--- src/rtl/uart_wb_bridge.sv ---
// uart_wb_bridge: byte-framed UART command bridge to a pipelined Wishbone master.
// Ports: rx/tx AXI-stream bytes, Wishbone cyc/stb/we/addr/data/sel/stall/ack, err_count.
module uart_wb_bridge #(
  parameter int ADDR_BYTES  = 3,
  parameter int DATA_BYTES  = 16,
  parameter int RX_TIMEOUT  = 1_000_000,
  parameter int ACK_TIMEOUT = 65_535
) (
  input  logic                    i_controller_clk,
  input  logic                    i_rst_n,
  input  logic [7:0]              i_rx_tdata,
  input  logic                    i_rx_tvalid,
  output logic                    o_rx_tready,
  output logic [7:0]              o_tx_tdata,
  output logic                    o_tx_tvalid,
  input  logic                    i_tx_tready,
  output logic                    o_wb_cyc,
  output logic                    o_wb_stb,
  output logic                    o_wb_we,
  output logic [8*ADDR_BYTES-1:0] o_wb_addr,
  output logic [8*DATA_BYTES-1:0] o_wb_data,
  output logic [DATA_BYTES-1:0]   o_wb_sel,
  input  logic                    i_wb_stall,
  input  logic                    i_wb_ack,
  input  logic [8*DATA_BYTES-1:0] i_wb_data,
  output logic [7:0]              o_err_count
);

  localparam int AW   = 8*ADDR_BYTES;
  localparam int DW   = 8*DATA_BYTES;
  localparam int NMAX = (ADDR_BYTES > DATA_BYTES) ?
                        ADDR_BYTES : DATA_BYTES;
  localparam int CW   = $clog2(NMAX+1);

  localparam logic [7:0] OP_W = 8'h57;
  localparam logic [7:0] OP_R = 8'h52;
  localparam logic [7:0] ST_E = 8'h45;
  localparam logic [7:0] ST_K = 8'h4B;
  localparam logic [7:0] ST_T = 8'h54;

  typedef enum logic [2:0] {
    IDLE, ADDR, DATA, REQ, WAIT_ACK, RESP
  } state_t;

  state_t state, state_nx;

  logic [CW-1:0] cnt;
  logic [CW-1:0] tx_left;
  logic [31:0]   tmr;
  logic [DW-1:0] tx_sr;

  logic rx_fire, tx_fire;
  logic rx_to, ack_to;
  logic last_a, last_d;
  logic ld_e, ld_ack, ld_t, err_inc;

  assign o_rx_tready = (state == IDLE) ||
                       (state == ADDR) ||
                       (state == DATA);
  assign o_tx_tvalid = (state == RESP);
  assign o_wb_stb    = (state == REQ);
  assign o_wb_cyc    = (state == REQ) ||
                       (state == WAIT_ACK);
  assign o_wb_sel    = '1;
  assign o_tx_tdata  = tx_sr[DW-1 -: 8];

  assign rx_fire = i_rx_tvalid && o_rx_tready;
  assign tx_fire = o_tx_tvalid && i_tx_tready;
  assign rx_to   = (tmr == 32'(RX_TIMEOUT-1));
  assign ack_to  = (tmr == 32'(ACK_TIMEOUT-1));
  assign last_a  = (cnt == CW'(ADDR_BYTES-1));
  assign last_d  = (cnt == CW'(DATA_BYTES-1));

  always_ff @(posedge i_controller_clk or negedge i_rst_n) begin
    if (!i_rst_n) state <= IDLE;
    else          state <= state_nx;
  end

  always_comb begin
    state_nx = state;
    ld_e     = 1'b0;
    ld_ack   = 1'b0;
    ld_t     = 1'b0;
    err_inc  = 1'b0;
    unique case (state)
      IDLE: begin
        if (rx_fire) begin
          if (i_rx_tdata == OP_W || i_rx_tdata == OP_R) begin
            state_nx = ADDR;
          end else begin
            state_nx = RESP;
            ld_e     = 1'b1;
            err_inc  = 1'b1;
          end
        end
      end
      ADDR: begin
        if (rx_fire) begin
          if (last_a) state_nx = o_wb_we ? DATA : REQ;
        end else if (rx_to) begin
          state_nx = IDLE;
          err_inc  = 1'b1;
        end
      end
      DATA: begin
        if (rx_fire) begin
          if (last_d) state_nx = REQ;
        end else if (rx_to) begin
          state_nx = IDLE;
          err_inc  = 1'b1;
        end
      end
      REQ: begin
        // an ack seen while still stalled belongs to nobody
        if (!i_wb_stall) begin
          if (i_wb_ack) begin
            state_nx = RESP;
            ld_ack   = 1'b1;
          end else begin
            state_nx = WAIT_ACK;
          end
        end
      end
      WAIT_ACK: begin
        if (i_wb_ack) begin
          state_nx = RESP;
          ld_ack   = 1'b1;
        end else if (ack_to) begin
          state_nx = RESP;
          ld_t     = 1'b1;
          err_inc  = 1'b1;
        end
      end
      RESP: begin
        if (tx_fire && tx_left == CW'(1)) state_nx = IDLE;
      end
      default: state_nx = IDLE;
    endcase
  end

  // one timer serves both the inter-byte and the ack timeout;
  // it restarts on every accepted byte and every state change
  always_ff @(posedge i_controller_clk or negedge i_rst_n) begin
    if (!i_rst_n) begin
      tmr <= '0;
    end else if (rx_fire || state_nx != state) begin
      tmr <= '0;
    end else if (state == ADDR || state == DATA ||
                 state == WAIT_ACK) begin
      tmr <= tmr + 32'd1;
    end
  end

  always_ff @(posedge i_controller_clk or negedge i_rst_n) begin
    if (!i_rst_n) begin
      o_wb_we   <= 1'b0;
      o_wb_addr <= '0;
      o_wb_data <= '0;
      cnt       <= '0;
    end else if (rx_fire) begin
      unique case (state)
        IDLE: begin
          if (i_rx_tdata == OP_W || i_rx_tdata == OP_R) begin
            o_wb_we <= (i_rx_tdata == OP_W);
            cnt     <= '0;
          end
        end
        ADDR: begin
          o_wb_addr <= (o_wb_addr << 8) | AW'(i_rx_tdata);
          cnt       <= last_a ? '0 : cnt + CW'(1);
        end
        DATA: begin
          o_wb_data <= (o_wb_data << 8) | DW'(i_rx_tdata);
          cnt       <= last_d ? '0 : cnt + CW'(1);
        end
        default: ;
      endcase
    end
  end

  // response bytes leave from the top of a shift register, MSB first
  always_ff @(posedge i_controller_clk or negedge i_rst_n) begin
    if (!i_rst_n) begin
      tx_sr   <= '0;
      tx_left <= '0;
    end else if (ld_e) begin
      tx_sr   <= {ST_E, {(DW-8){1'b0}}};
      tx_left <= CW'(1);
    end else if (ld_t) begin
      tx_sr   <= {ST_T, {(DW-8){1'b0}}};
      tx_left <= CW'(1);
    end else if (ld_ack) begin
      if (o_wb_we) begin
        tx_sr   <= {ST_K, {(DW-8){1'b0}}};
        tx_left <= CW'(1);
      end else begin
        tx_sr   <= i_wb_data;
        tx_left <= CW'(DATA_BYTES);
      end
    end else if (tx_fire) begin
      tx_sr   <= tx_sr << 8;
      tx_left <= tx_left - CW'(1);
    end
  end

  always_ff @(posedge i_controller_clk or negedge i_rst_n) begin
    if (!i_rst_n) begin
      o_err_count <= '0;
    end else if (err_inc && o_err_count != 8'hFF) begin
      o_err_count <= o_err_count + 8'd1;
    end
  end

endmodule

--- config.mk ---
export PLATFORM = sky130hd
export DESIGN_NAME = uart_wb_bridge
export DESIGN_NICKNAME = d
export VERILOG_FILES = /design/src/rtl/uart_wb_bridge.sv
export SDC_FILE = /design/constraint.sdc
export NUM_CORES = 1
export LEC_CHECK = 0
export ABC_AREA = 1
export BUFFER_PORTS_ARGS = -buffer_cell sky130_fd_sc_hd__buf_2
export CAP_MARGIN = 5
export CORE_MARGIN = 4
export CORE_UTILIZATION = 50
export DETAILED_ROUTE_END_ITERATION = 6
export PLACE_DENSITY = 0.77
export SETUP_SLACK_MARGIN = 0.3
export SLEW_MARGIN = 25
export SYNTH_ARGS = -nofsm -noshare
export SYNTH_HDL_FRONTEND = slang
export SYNTH_SLANG_ARGS = --single-unit
--- constraint.sdc ---
create_clock -name i_controller_clk -period 1.7 [get_ports i_controller_clk]
set_input_delay 0.34 -clock i_controller_clk [delete_from_list [all_inputs] [get_ports i_controller_clk]]
set_output_delay 0.34 -clock i_controller_clk [all_outputs]
set_load 0.05 [all_outputs]
==> results of run 1 <==
[layout make-up]
class | instances | area [um^2]
antenna | 1 | 2.50
clock buffer | 55 | 1090
clock inverter | 11 | 163
fill | 2111 | 8580
inverter | 289 | 1130
multi-input combinational | 1177 | 7380
sequential | 334 | 8360
tap | 402 | 503
timing repair buffer | 549 | 4350
[logic make-up (layout without fill, tap and decap cells)]
group                    after synthesis  count (layout)
AO/OA/AOI/OAI                        185             185
flip-flops                           334             334
AND/OR/NAND/NOR                      809             812
other                                  1              17
XOR/XNOR                              37              37
adder cells (fa/ha/maj)                9               9
multiplexers                         118             118
buffers and inverters                388             904
[synth_stat cells (all sizes together)]
library cell  number
xor2              29
clkbuf            27
o22a               2
conb               1
o22ai              1
nand4             17
o21ai            152
xnor2              8
o32ai              2
mux2             118
nand3b             3
nor4               4
nor2             109
o221ai             1
nor3              17
dfrtp            334
inv              289
a21oi             27
buf               72
nand3             37
nand2            622
ha                 9
[per-stage QoR]
stage | worst slack, ns | cell area [um^2] | hold WS, ns
finish | -0.563 | 23000 | 0.0588
global route | -0.657 | 23000 | 0.0641
CTS | -0.365 | 20900 | 0.0581
detailed placement | -0.526 | 19200 | 0.180
global placement | -0.442 | 19200 | 0.181
floorplan | -0.230 | 16400 | 0.0444
[per-layer routing]
metal,share of wire,global-route usage,vias up
met5,0.00019,0,-
met1,0.39,0.334,7352
met4,0.033,0.0580,2
met2,0.50,0.427,757
li1,-,-,6782
met3,0.074,0.0390,161
[worst paths after layout]
check | end | cells past startpoint | from
hold reg to reg | tx_sr[3] | 2 | tx_sr[3]
setup reg to reg | tx_sr[9] | 15 | tmr[0]
min in group asynchronous | o_wb_data[120] | 2 | i_rst_n
hold / removal | tx_sr[4] | 3 | i_wb_data[4]
setup / recovery | tx_sr[9] | 15 | tmr[0]
max in group asynchronous | tx_sr[126] | 4 | i_rst_n
[flip-flops by register name, summed over array words and instances, names as in the netlist]
name         flops
tmr             32
o_wb_we          1
cnt              5
o_wb_data      128
tx_left          5
o_err_count      8
o_wb_addr       24
state            3
tx_sr          128
[worst reg2reg max path: stages (launching register included)]
cell       delay, ns
dfrtp_1         0.39
inv_2           0.09
ha_4            0.15
nand2_1         0.05
nor2_1          0.08
nand2_1         0.06
nor2_2          0.15
nand4_1         0.26
nand2_2         0.19
nor2_4          0.07
buf_12          0.16
clkbuf_16       0.18
o21ai_0         0.10
nand2_1         0.10
nand2_1         0.08
inv_1           0.05
[layout by cell type, fill, tap and decap left out, drive strengths merged]
cell / n
buf: 529
nand3b: 3
nor4: 4
dlygate4sd3: 1
o221ai: 1
dfrtp: 334
o21ai: 152
inv: 290
ha: 9
conb: 16
nor2: 109
diode: 1
nand3: 37
nor3: 17
mux2: 118
o22a: 2
o32ai: 2
o22ai: 1
xnor2: 8
a21oi: 27
bufinv: 4
clkinv: 6
xor2: 29
nand4: 17
nand2: 625
clkbuf: 74
[what timing repair did]
action | in CTS | in global routing
buffers inserted | 18 | 27
hold buffers | 1 | 0
endpoints found under the setup margin | 506 | 507
resized for setup | 86 | 429
gates cloned | 4 | 30
endpoints found under the hold margin | 108 | 0
pin swaps | 14 | 98
[where the power goes]
group / switching, mW / total (mW) / internal, mW
Sequential: 1.74 / 11.9 / 10.2
Clock: 3.29 / 8.33 / 5.04
Combinational: 11.8 / 19.7 / 7.86
Total: 16.9 / 39.9 / 23.0
==> metrics.log, run 1 <==
[metrics] CP Buf/Inv Count: 4
[metrics] Starting Density: 0.507
[metrics] Hold Fails Final Rpt: 0
[metrics] Die Footprint: roughly 35000 um^2
[metrics] post-route worst setup slack: -0.563 ns
[metrics] library cell appearing most often on the critical path: nand2_1
[metrics] fin nets: roughly 2500
[metrics] status: complete, but fails checks
[metrics] I/O pin cnt: approximately 330
[metrics] register area share after synthesis: 0.522
[metrics] Register-to-Register Setup Slack: -0.56 ns
[metrics] Core Box Area: 31600 um^2
[metrics] detailed placer's ending HPWL: a little over 30000 um
[metrics] number of placed instances, taps included: between 2000 and 3000
[metrics] detail-routed via count per cell: 5.34
[metrics] Distinct cells, synth: 36
[metrics] non-filler instance count after layout: 2818
[metrics] mean instance size in the synthesized netlist: between 8 and 9 um^2
[metrics] number of global-route vias before repair: roughly 14000
[metrics] detailed-route via count: 15100
[metrics] mapped cell area: 16000 um^2
[metrics] RSZ-0062 raised after global routing: true
[metrics] Core Util, Final: 0.728
[metrics] #FFs+latches synth: ~330
[metrics] xor-xnor portion of the synthesized cell area: 0.0202
[metrics] ranking of synthesized cells by area: dfrtp_1 52%, nand2_1 14%, mux2_2 8.3%
[metrics] Final period util: 1.33
[metrics] VDD IR max: between 1 and 1.5 mV
[metrics] final antenna-violating net count: 0
[metrics] count of pins over their slew limit: 0
[metrics] fraction of post-synthesis cell area in the top cell type by area: 0.522
[metrics] Synth area leader: dfrtp_1
[metrics] root cell of the clock tree: clkbuf_16
[metrics] die width: around 190 um
[metrics] number of remaining DRC errors: 0
[metrics] largest family of logic cells by synthesized area: simple AND/OR/NAND/NOR gates
[metrics] simple-gate share of the synthesized area: 0.202
[metrics] Clk pin slew, worst setup/hold paths: 0.06 ns
[metrics] first-pass GRT wire length: between 70000 and 80000 um
[metrics] setup tns final: -92.11 ns
[metrics] Crit path required time: approximately 2.1 ns
[metrics] mean routed wirelength per cell: approximately 19 um
[metrics] Sinks on Clock Net: roughly 330
[metrics] crit path kind: reg -> reg
[metrics] latest clock arrival within the worst-skew pair: 0.53 ns
[metrics] row count: 65
[metrics] total gr overflow: 0
[metrics] Detailed Routing Iterations Pass 1: 5
[metrics] number of port buffers: approximately 310
[metrics] RePlAce Congestion: 0.888
[metrics] achievable clock frequency: 0.442 GHz
[metrics] Worst setup SP type: flop
[metrics] mux contribution to synthesized area: 0.0830
[metrics] CP Cell Sequence: inv_2, ha_4, nand2_1, nor2_1, nand2_1, nor2_2, nand4_1, nand2_2, nor2_4, buf_12, clkbuf_16, o21ai_0, nand2_1, nand2_1, inv_1
[metrics] Final setup violation count: roughly 300
[metrics] compound-gate portion of the synthesized area: 0.0598
[metrics] Clock H-tree levels: 2
[metrics] Power Density: about 1700 nW/um^2
[metrics] synthesized instance count: 1881
[metrics] critical path data arrival time: roughly 2.7 ns
[metrics] Worst Setup End Kind: flop
[metrics] number of buffers added by the clock tree synthesis step: 37
[metrics] number of antenna violations at the first check in global routing: 2
[metrics] area added between synthesis and finish: 43.6%
[metrics] maximum fanout along the worst path: 10
[metrics] drt initial violations: approximately 1100
[metrics] clk buf depth: 3
[metrics] Worst path top cell family by delay: simple AND/OR/NAND/NOR gates
[metrics] fraction of layout cells with a size suffix above 1: 0.429
[metrics] die span in y: 187 um
[metrics] Synthesis Warnings: 0
[metrics] total track usage: 0.248
[metrics] Hold Path Class: in -> reg
[metrics] overall power consumption: ~40 mW
[metrics] Static Leakage: 12.6 nW
[metrics] number of max-cap violations: 0
[metrics] clock skew after layout: between 0.03 and 0.04 ns
[metrics] largest net degree at the start of global routing: between 60 and 70
[metrics] post-layout minimum cycle time: 2.26 ns
[metrics] adder-cell share of the synthesized area: 0.00703
[metrics] final wirelength: between 50000 and 60000 um
[metrics] highest-delay cell along the critical path: dfrtp_1
[metrics] violated checks: setup timing
[metrics] CTS tree: done
[metrics] delay contributed by the slowest stage of the critical path: about 0.39 ns
Note: power is estimated with default switching activity, not from simulation.
==> inputs of run 2 (changes only) <==
==> constraint.sdc (replaced) <==
create_clock -name i_controller_clk -period 1.7 [get_ports i_controller_clk]
set_input_delay 0.085 -clock i_controller_clk [delete_from_list [all_inputs] [get_ports i_controller_clk]]
set_output_delay 0.085 -clock i_controller_clk [all_outputs]
set_load 0.05 [all_outputs]
==> metrics.log, run 2 (synthesis gave the netlist of run 1 again) <==
[metrics] Core Box Area: 31600 um^2 (unchanged)
[metrics] pre-CTS setup slack: -0.387 ns (was -0.526 ns)
[metrics] Starting Density: 0.507 (unchanged)
[metrics] number of antenna violations at the first check in global routing: 2 (unchanged)
[metrics] fin nets: 2687 (was 2539)
[metrics] final design area excluding fillers: 24400 um^2 (was 23000 um^2)
[metrics] root cell of the clock tree: clkbuf_16 (unchanged)
[metrics] end of the worst register-to-register path: tx_sr[88] (was tx_sr[9])
[metrics] largest net degree at the start of global routing: 61 (was 63)
[metrics] commonest cells after routing, fill and taps aside: 462 x nand2_1, 329 x dfrtp_1, 311 x buf_2 (was 478 x nand2_1, 329 x dfrtp_1, 309 x buf_2)
[metrics] crit path kind: reg -> reg (unchanged)
[metrics] VDD IR max: 1.03 mV (was 1.18 mV)
[metrics] detail-routed via count per cell: 5.64 (was 5.34)
[metrics] most common cell after layout, fill and taps aside: nand2_1 (unchanged)
[metrics] highest-delay cell along the critical path: dfrtp_1 (unchanged)
[metrics] Register-to-Register Setup Slack: -0.72 ns (was -0.56 ns)
[metrics] internal power component: 23.1 mW (was 23.0 mW)
[metrics] number of buffers added by the clock tree synthesis step: 37 (unchanged)
[metrics] Clock H-tree levels: 2 (unchanged)
[metrics] Final setup violation count: 288 (was 299)
[metrics] Final period util: 1.42 (was 1.33)
[metrics] first-pass GRT wire length: 85000 um (was 72400 um)
[metrics] area added between synthesis and finish: 52.3% (was 43.6%)
[metrics] number of cells on the critical path: 14 (was 15)
[metrics] library cell appearing most often on the critical path: nand2_1 (unchanged)
[metrics] critical path data arrival time: 2.86 ns (was 2.67 ns)
[metrics] termination of the worst setup path: tx_sr[88] (was tx_sr[9])
[metrics] worst hold-check slack: 0.0139 ns (was 0.0588 ns)
[metrics] Worst setup SP type: flop (unchanged)
[metrics] headroom to the max-slew limit: 0.558
[metrics] row count: 65 (unchanged)
[metrics] status: complete, but fails checks (unchanged)
[metrics] number of placed instances, taps included: 2676 (was 2671)
[metrics] launch point of the worst reg-to-reg path: tmr[21] (was tmr[0])
[metrics] die width: 187 um (unchanged)
[metrics] post-route worst setup slack: -0.720 ns (was -0.563 ns)
[metrics] RSZ-0062 raised after global routing: true (unchanged)
[metrics] clk buf depth: 3 (unchanged)
[metrics] non-filler instance count after layout: 2970 (was 2818)
[metrics] CP Cell Sequence: inv_1, nand2_1, nor2_2, nand2_1, nor2_2, nand4_1, nand2_2, nor2_4, buf_12, clkbuf_16, o21ai_1, nand2_1, nand2_1, inv_1 (was inv_2, ha_4, nand2_1, nor2_1, nand2_1, nor2_2, nand4_1, nand2_2, nor2_4, buf_12, clkbuf_16, o21ai_0, nand2_1, nand2_1, inv_1)
[metrics] Hold Path Class: in -> reg (unchanged)
[metrics] number of port buffers: 314 (unchanged)
[metrics] achievable clock frequency: 0.413 GHz (was 0.442 GHz)
[metrics] Tightest Pin Transition: ~0.66 ns
[metrics] Crit path required time: 2.14 ns (was 2.11 ns)
[metrics] RePlAce Congestion: 0.861 (was 0.888)
[metrics] post-layout minimum cycle time: 2.42 ns (was 2.26 ns)
[metrics] combinational group share of total power: 0.506 (was 0.493)
[metrics] Clk pin slew, worst setup/hold paths: 0.07 ns (was 0.06 ns)
[metrics] total cell area at the placement stage: 19200 um^2 (about the same)
[metrics] Sinks on Clock Net: 334 (unchanged)
[metrics] switching share of total power: 0.440 (was 0.423)
[metrics] largest registers: o_wb_data x128, tx_sr x128, tmr x32 (unchanged)
[metrics] Worst Setup End Kind: flop (unchanged)
[metrics] mean routed wirelength per cell: 21.3 um (was 18.7 um)
[metrics] Power Density: 1690 nW/um^2 (was 1740 nW/um^2)
[metrics] fraction of layout cells with a size suffix above 1: 0.420 (was 0.429)
[metrics] worst setup path start: tmr[21] (was tmr[0])
[metrics] I/O pin cnt: 331 (unchanged)
[metrics] worst reg2reg path depth: 14 (was 15)
[metrics] number of global-route vias before repair: 16200 (was 14000)
[metrics] Worst path top cell family by delay: simple AND/OR/NAND/NOR gates (unchanged)
[metrics] final antenna-violating net count: 0 (unchanged)
[metrics] reported net switching power: 18.1 mW (was 16.9 mW)
[metrics] Hold Fails Final Rpt: 0 (unchanged)
[metrics] number of max-cap violations: 0 (unchanged)
[metrics] Die Footprint: 34900 um^2 (unchanged)
[metrics] CP Buf/Inv Count: 4 (unchanged)
[metrics] delay contributed by the slowest stage of the critical path: 0.42 ns (was 0.39 ns)
[metrics] number of remaining DRC errors: 0 (unchanged)
[metrics] detailed placer's ending HPWL: 31100 um (was 31200 um)
[metrics] Detailed Routing Iterations Pass 1: 6 (was 5)
[metrics] clock skew after layout: 0.0315 ns (was 0.0301 ns)
[metrics] maximum fanout along the worst path: 21 (was 10)
[metrics] part of the power in registers: 0.291 (was 0.298)
[metrics] drt initial violations: 1910 (was 1143)
[metrics] count of pins over their slew limit: 0 (unchanged)
[metrics] total track usage: 0.297 (was 0.248)
[metrics] die span in y: 187 um (unchanged)
[metrics] CTS tree: done (unchanged)
[metrics] total gr overflow: 0 (unchanged)
[metrics] detailed-route via count: 16800 (was 15100)
[metrics] Static Leakage: 13.2 nW (was 12.6 nW)
[metrics] Clk network pwr share: 0.203 (was 0.209)
[metrics] violated checks: setup timing (unchanged)
[metrics] overall power consumption: 41.2 mW (was 39.9 mW)
[metrics] latest clock arrival within the worst-skew pair: 0.54 ns (was 0.53 ns)
[metrics] final wirelength: 63200 um (was 52700 um)
-- run 2: how the worst min path moves through the flow --
stage | startpoint | slack (ns) | cells after the start | endpoint
2_1_floorplan | i_rst_n | -0.21 | 0 | cnt[0]
3_3_place_gp | i_rst_n | 0.09 | 1 | o_wb_data[124]
3_5_place_dp | i_rst_n | 0.09 | 1 | o_wb_data[124]
4_1_cts | i_tx_tready | 0.005 | 4 | tx_left[2]
5_1_grt | i_tx_tready | 0.01 | 4 | state[2]
6_report | i_tx_tready | 0.01 | 4 | state[2]
-- run 2: worst reg2reg max path, delay by kind of cell (launching register included) --
kind | cells | cell delay [ns]
buffers and inverters | 4 | 0.55
AND/OR/NAND/NOR | 9 | 1.04
flip-flops | 1 | 0.42
AO/OA/AOI/OAI | 1 | 0.31
-- run 2: area by class of cell --
type | instances | area (um^2)
Sequential cell | 334 | 8360
Multi-Input combinational cell | 1176 | 7320
Fill cell | 1791 | 7170
Timing Repair Buffer | 697 | 5790
Inverter | 289 | 1120
Clock buffer | 53 | 1100
Tap cell | 402 | 503
Clock inverter | 14 | 153
Timing Repair inverter | 1 | 20.0
Antenna cell | 4 | 10.0
-- run 2: power groups by stage --
stage | clock (mW) | combinational [mW] | sequential (mW)
after floorplan | 0 | 7.72 | 12.9
after global placement | 0 | 12.1 | 11.5
after detailed placement | 0 | 12.5 | 11.6
after CTS | 8.30 | 15.0 | 11.5
after global routing | 8.75 | 22.1 | 12.1
final | 8.38 | 20.9 | 12.0
-- run 2: metrics by stage --
| stage | TNS, ns | util |
|---|---|---|
| after CTS | -42.19 | 0.718 |
| final | -80.66 | 0.773 |
| after floorplan | -28.85 | - |
| after global placement | -36.38 | 0.607 |
| after global routing | -102.84 | 0.772 |
| after detailed placement | -49.01 | 0.607 |
-- run 2: repair_timing --
item,4_1_cts,5_1_grt
endpoints found under the setup margin,339,339
endpoints found under the hold margin,408,0
gates cloned,11,17
buffers inserted,31,27
pin swaps,28,91
hold buffers,137,0
gates resized for setup,135,384
-- run 2: metal layers --
layer  global-route usage  share of wire  vias to the layer above
met5                    0        0.00011                        -
met4                0.143          0.066                        2
met3               0.0569          0.096                      430
met2                0.518           0.48                     1197
met1                0.354           0.35                     8063
li1                     -              -                     7072
